<file path="src/rtl/truth_table_sequencer.sv">
// Sweeps a 4-input function under test through vectors 0..15, waits a
// programmable settle time per vector, captures its output and compares it to a golden table.
module truth_table_sequencer (
  input  logic        clk,
  input  logic        reset,
  input  logic        start,
  input  logic [3:0]  settle,
  input  logic [15:0] expected,
  output logic [3:0]  fut_in,
  input  logic        fut_s,
  output logic        busy,
  output logic        done,
  output logic [15:0] truth_table,
  output logic [4:0]  mismatches,
  output logic        pass
);

  typedef enum logic [1:0] {IDLE, SETTLE, SAMPLE, DONE} state_t;

  state_t      state, state_nx;
  logic [3:0]  idx, idx_nx;
  logic [3:0]  wait_cnt, wait_nx;
  logic [3:0]  settle_q, settle_nx;
  logic [3:0]  fut_in_nx;
  logic [15:0] expected_q, expected_nx;
  logic [15:0] table_nx;
  logic [4:0]  mm_nx;
  logic        pass_nx;

  always_ff @(posedge clk) begin
    if (reset) begin
      state       <= IDLE;
      idx         <= '0;
      wait_cnt    <= '0;
      settle_q    <= '0;
      expected_q  <= '0;
      fut_in      <= '0;
      truth_table <= '0;
      mismatches  <= '0;
      pass        <= 1'b0;
    end else begin
      state       <= state_nx;
      idx         <= idx_nx;
      wait_cnt    <= wait_nx;
      settle_q    <= settle_nx;
      expected_q  <= expected_nx;
      fut_in      <= fut_in_nx;
      truth_table <= table_nx;
      mismatches  <= mm_nx;
      pass        <= pass_nx;
    end
  end

  always_comb begin
    state_nx    = state;
    idx_nx      = idx;
    wait_nx     = wait_cnt;
    settle_nx   = settle_q;
    expected_nx = expected_q;
    fut_in_nx   = fut_in;
    table_nx    = truth_table;
    mm_nx       = mismatches;
    pass_nx     = pass;
    case (state)
      IDLE: begin
        if (start) begin
          idx_nx      = '0;
          fut_in_nx   = '0;
          settle_nx   = settle;
          expected_nx = expected;
          table_nx    = '0;
          mm_nx       = '0;
          wait_nx     = settle;
          state_nx    = SETTLE;
        end
      end
      SETTLE: begin
        if (wait_cnt == '0) state_nx = SAMPLE;
        else                wait_nx  = wait_cnt - 4'd1;
      end
      SAMPLE: begin
        table_nx[idx] = fut_s;
        // At most 16 increments per sweep, so 5 bits never wrap.
        if (fut_s != expected_q[idx]) mm_nx = mismatches + 5'd1;
        if (idx == 4'd15) begin
          pass_nx  = (mm_nx == '0);
          state_nx = DONE;
        end else begin
          idx_nx    = idx + 4'd1;
          fut_in_nx = idx + 4'd1;
          wait_nx   = settle_q;
          state_nx  = SETTLE;
        end
      end
      DONE:    state_nx = IDLE;
      default: state_nx = IDLE;
    endcase
  end

  assign busy = (state == SETTLE) || (state == SAMPLE);
  assign done = (state == DONE);

endmodule
</file>
<file path="config.mk">
export PLATFORM = sky130hd
export DESIGN_NAME = truth_table_sequencer
export DESIGN_NICKNAME = d
export VERILOG_FILES = /design/src/rtl/truth_table_sequencer.sv
export SDC_FILE = /design/constraint.sdc
export NUM_CORES = 1
export LEC_CHECK = 0
export CORE_MARGIN = 2
export CORE_UTILIZATION = 50
export DETAILED_ROUTE_END_ITERATION = 10
export MAX_ROUTING_LAYER = met4
export PLACE_DENSITY = 0.78
export SYNTH_ARGS = -nofsm -noshare
export SYNTH_HDL_FRONTEND = slang
export SYNTH_SLANG_ARGS = --single-unit
</file>
<file path="constraint.sdc">
create_clock -name clk -period 3.14 [get_ports clk]
set_input_delay 0.628 -clock clk [delete_from_list [all_inputs] [get_ports clk]]
set_output_delay 0.628 -clock clk [all_outputs]
set_load 0.02 [all_outputs]
</file>
==> impl_metrics.ini, run 1 <==
[outcome]
status = completed

[sta]
maxSlewHeadroom_pct = 34.7
fmax_mhz = 388
period_minus_slack_ns = 2.58
finalSetupViolCount = 0
finalSetupTns_ns = 0
rsz0062_at_grt = false
finalCritPeriodShare_pct = 82.1
final.setup.worst_slack_ns = 0.563
worstMarginPinSlew_ns = 0.979
clock-skew-final_ns = 0.00892
slew_viol_final = 0
finalHoldViolCount = 0

[clocking]
cts_htree_levels = 2
postCtsHoldBufs = 0
clk_latency_ns = 0.31
root_buffer = clkbuf_8
clkTransAtPathRegs_ns = 0.09
clkSinkCount = 52
clk_path_buf_depth = 2
post_cts_resized = 0
cts_setup_buffers = 0
cts-buffers-inserted = 5
tritoncts = done

[routing]
ant_nets = 0
top_layer = met4
dr_wl_met3_um = 241
drt_iter0_markers = 175
drc = 0
routedWlPerCell_um = 13.2
drtPass1Iterations = 4
vias = 2442
wl_um = 5930
wl_met1_um = 2800
vias_per_cell = 5.45
wl_met2_um = 2840

[yosys]
synth_edf_count = 0
syn_inst = 340
ys_ff_latch = 52
synth_top_cell_area_share_pct = 38.6
ys_seq_area_share_pct = 38.6
synth.distinct_cells = 42
synth-async-reset-ratio_pct = 0
synthTopCellsByArea = dfxtp_1 39%, a21oi_1 11%, nand2_1 9.2%
synthesis.nets = 375
syn_area_um2 = 2700
synth.avg_cell_area_um2 = 7.94
yosysWarnings = 0
yosys.area.top_type = dfxtp_1
synth_most_common_cell = nand2_1
ys_top_cells_by_count = 66 x nand2_1, 61 x a21oi_1, 52 x dfxtp_1
synth_ff_type = dfxtp_1

[placement]
hpwl_um = 4150
dpl_cell_area_um2 = 3200
place.gp.congestion = 0.858
dp_slack_ns = 0.649
io_buffer_count = 51
placed_cells = 440

[power]
clkPwrFrac_pct = 20.9
ir_drop_v = 0.000384
intPower_w = 0.00122
power_density_nw_per_um2 = 594
seq_power_share_pct = 40.7
switching_share_pct = 37.8
p_leak_nw = 1.21
switching_power_w = 0.000740
comb_power_share_pct = 38.4

[floorplanning]
dieArea_um2 = 6000
coreArea_um2 = 5170
die_w_um = 77.5
rows = 26
dieHeight_um = 77.5
initial_core_util_pct = 52.2
pin_count = 52

[global_route]
grt_pass1_wl_um = 10000
grt_max_degree = 59
track_usage_pct = 20.8
antenna_found_initial = 0
grt_pass1_vias = 2204
grt-ovfl-total = 0

[setup_path]
cp-end-kind = output pin
worst-setup-path-type = reg2out
worstPathArrival_ns = 1.95
cp-start-kind = flop
required_ns = 2.51
cp_max_fo = 9

[finish]
drive_gt1_share_pct = 4.50
layout.cells.non_filler = 448
areaGrowthSynthToFinish_pct = 22.2
finalInstanceArea_um2 = 3300
num_antenna_cells = 0
finish.utilization_pct = 63.8
final_nets = 412

[hold_path]
hold_path_class = reg2reg

[job]
max_cap_viol_count = 0
## critical path, stage by stage, from the launching register on
cell and delay, ns:
dfxtp_1 0.44, inv_1 0.09, ha_1 0.45, clkdlybuf4s50_1 0.66
## cells in the final DEF, fill, tap and decap left out, types with 3 or more instances in the layout
cell / instances
nand4_1: 4
dfxtp_1: 52
nand3_1: 6
mux2i_1: 14
a22oi_1: 5
clkdlybuf4s50_1: 50
clkbuf_8: 6
nor2_1: 20
xnor2_1: 3
and3_1: 4
o21ai_0: 17
nor3_1: 6
inv_1: 11
ha_1: 11
nand2_1: 66
buf_4: 4
xor2_1: 5
a21oi_1: 61
## metrics by stage
| step | power (W) | hold WS [ns] |
|---|---|---|
| after detailed placement | 0.00156 | 0.448 |
| after floorplan | 0.00136 | 0.436 |
| after CTS | 0.00196 | 0.461 |
| after global routing | 0.00209 | 0.482 |
| final | 0.00196 | 0.459 |
| after global placement | 0.00155 | 0.448 |
## metal layers
metal  up-vias  track usage (%)
met4         0             6.61
met2        63             33.0
met1      1139             27.1
met5         -                -
li1       1236                -
met3         4             3.60
## path summary, 6_finish.rpt
path | from | to | slack [ns] | cells past startpoint
worst max-delay path | state[0] | busy | 0.56 | 3
worst max register to register | idx[2] | pass | 0.62 | 6
worst min-delay path | expected_q[4] | expected_q[4] | 0.46 | 2
worst min register to register | expected_q[4] | expected_q[4] | 0.46 | 2
## sequential cells by signal, indices dropped and copies added, names as in the netlist
register / flops
mismatches: 5
expected_q: 16
idx: 4
pass: 1
truth_table: 16
state: 2
settle_q: 4
wait_cnt: 4
## cells by family (layout without fill, tap and decap cells)
group	Yosys count	in the layout	synth area share [%]
AOI/OAI and AO/OA	96	96	19.8
xor gates and xnor gates	9	9	3.20
adders and majority gates	11	11	5.10
buffers and inverters	36	74	6.07
DFF	52	52	38.6
muxes	17	17	7.69
and+or+nand+nor	119	119	19.6
## area by class of cell
| class | instances | area [um^2] |
|---|---|---|
| clock buffer | 6 | 82.6 |
| clock inverter | 2 | 15.0 |
| fill | 465 | 1870 |
| inverter | 11 | 41.3 |
| multi-input combinational | 252 | 1500 |
| sequential | 52 | 1040 |
| tap | 70 | 87.6 |
| timing repair buffer | 55 | 536 |
## power by group through the flow
stage               registers [W]  clock network [W]  logic, W
floorplan                0.000803                  0  0.000559
global placement         0.000812                  0  0.000734
detailed placement       0.000813                  0  0.000747
CTS                      0.000797           0.000411  0.000753
global route             0.000809           0.000440  0.000845
finish                   0.000797           0.000408  0.000753
Note: power is estimated with default switching activity, not from simulation.
==> run 2, diff against run 1 <==
- CORE_UTILIZATION: 50 -> 47
- PLACE_DENSITY: 0.78 -> 0.77
- clock period: 3.14 -> 2.1 ns (I/O delays scaled with it)
==> run 2 against run 1 <==
Sequential share of layout area is 0.86 points lower. Combinational power grew 57%. Cell area grew 3.3%. Critical endpoint is now mismatches[1].
==> impl_metrics.ini, run 2 (synthesized netlist as in run 1, its figures left out) <==
[finish]
final_cell_mix = 66 x nand2_1, 61 x a21oi_1, 50 x dfxtp_1, 49 x clkdlybuf4s50_1, 20 x nor2_1
finalInstanceArea_um2 = 3410
final_common_cell = nand2_1
drive_gt1_share_pct = 8.25
n_fill_cell = 516
num_antenna_cells = 0
top_regs = expected_q (16), truth_table (16), mismatches (5)
regArea_um2 = 1050
final_nets = 424
areaGrowthSynthToFinish_pct = 26.2
multi_input_area_um2 = 1510

[clocking]
clk_path_buf_depth = 2
cts-buffers-inserted = 5
cts_htree_levels = 2
postCtsHoldBufs = 0
clkTransAtPathRegs_ns = 0.09
clkSinkCount = 52
root_buffer = clkbuf_8
clk_latency_ns = 0.30
tritoncts = done

[setup_path]
worst-path-buf-inv = 0
worst-setup-path-type = reg2reg
cp-end-kind = flop
path_cells = mux2i_1 > mux4_2 > mux2i_4 > xnor2_2 > or4b_1 > nand3_1
cp-start-kind = flop
worstPathArrival_ns = 2.27
required_ns = 2.35
r2r_slack_ns = 0.08
cp_max_fo = 11
crit_slowest_cell = mux4_2
cp_top_family = multiplexers
slowest_delay_ns = 0.52

[routing]
drtPass1Iterations = 4
drt_iter0_markers = 120
wl_um = 6120
vias = 2509
ant_nets = 0
routedWlPerCell_um = 13.3
vias_per_cell = 5.45
drc = 0

[floorplanning]
die_w_um = 79.8
pin_count = 52
dieArea_um2 = 6370
coreArea_um2 = 5540
initial_core_util_pct = 48.7
dieHeight_um = 79.8
rows = 27

[power]
power_density_nw_per_um2 = 889
ir_drop_v = 0.000549
p_leak_nw = 1.28

[placement]
dpl_cell_area_um2 = 3300
dp_slack_ns = -0.0218
place.gp.congestion = 0.886
io_buffer_count = 51
hpwl_um = 4500

[global_route]
grt-ovfl-total = 0
grt_max_degree = 33
track_usage_pct = 21.0
grt_pass1_wl_um = 10600
grt_pass1_vias = 2422
antenna_found_initial = 0

[sta]
rsz0062_at_grt = true
worstMarginPinSlew_ns = 0.659
period_minus_slack_ns = 2.02
finalCritPeriodShare_pct = 96.4
slew_viol_final = 0
finalSetupViolCount = 0
fmax_mhz = 494
finalHoldViolCount = 0
maxSlewHeadroom_pct = 55.8
clock-skew-final_ns = 0.00773
final.setup.worst_slack_ns = 0.0761

[hold_path]
hold_path_class = reg2reg

[outcome]
status = completed

[job]
max_cap_viol_count = 0
[run 2: worst min-delay path: stages (launching register included)]
cell and delay, ns:
dfxtp_1 0.32, nand2_1 0.05, a21oi_1 0.05
[run 2: metal layers]
layer,share of wire [%],vias to the layer above,GRT usage [%]
met5,0,-,-
met2,48,61,35.1
met4,0.78,0,5.25
met1,48,1179,26.6
li1,-,1263,-
met3,4.2,6,3.51
[run 2: final cells by class]
cell class / count / area share [%]
multi-input cells: 252 / 44.2
flip-flops and latches: 52 / 30.7
repair buffers: 67 / 18.3
well taps: 72 / 2.64
clock buffers: 5 / 2.02
inverters: 11 / 1.21
clock inverters: 1 / 0.881
[run 2: repair_timing]
action | CTS | global route
endpoints found under the setup margin | 3 | 2
pin swaps | 0 | 0
setup buffers | 0 | 1
gates resized for setup | 3 | 1
[run 2: path summary, 6_finish.rpt]
check,from,end,depth (start not counted)
max,idx[2],mismatches[1],6
min,expected_q[0],expected_q[0],2
max reg2reg,idx[2],mismatches[1],6
min reg2reg,expected_q[0],expected_q[0],2
[run 2: stage by stage]
step           hold slack, ns  total power, W  std cells  util, %  TNS, ns
3_5_place_dp            0.447         0.00241        453     59.5  -0.0218
4_1_cts                 0.460         0.00305        459     61.4        0
2_1_floorplan           0.436         0.00204        340        -  -0.0478
6_report                0.457         0.00303        460     61.5        0
3_3_place_gp            0.446         0.00236        453     59.5        0
5_1_grt                 0.478         0.00326        460     61.5  -0.0260
[run 2: power by group]
group          internal [W]  switching [W]
clock network      0.000342       0.000313
registers           0.00110      0.0000940
logic              0.000484       0.000693
total               0.00193        0.00110
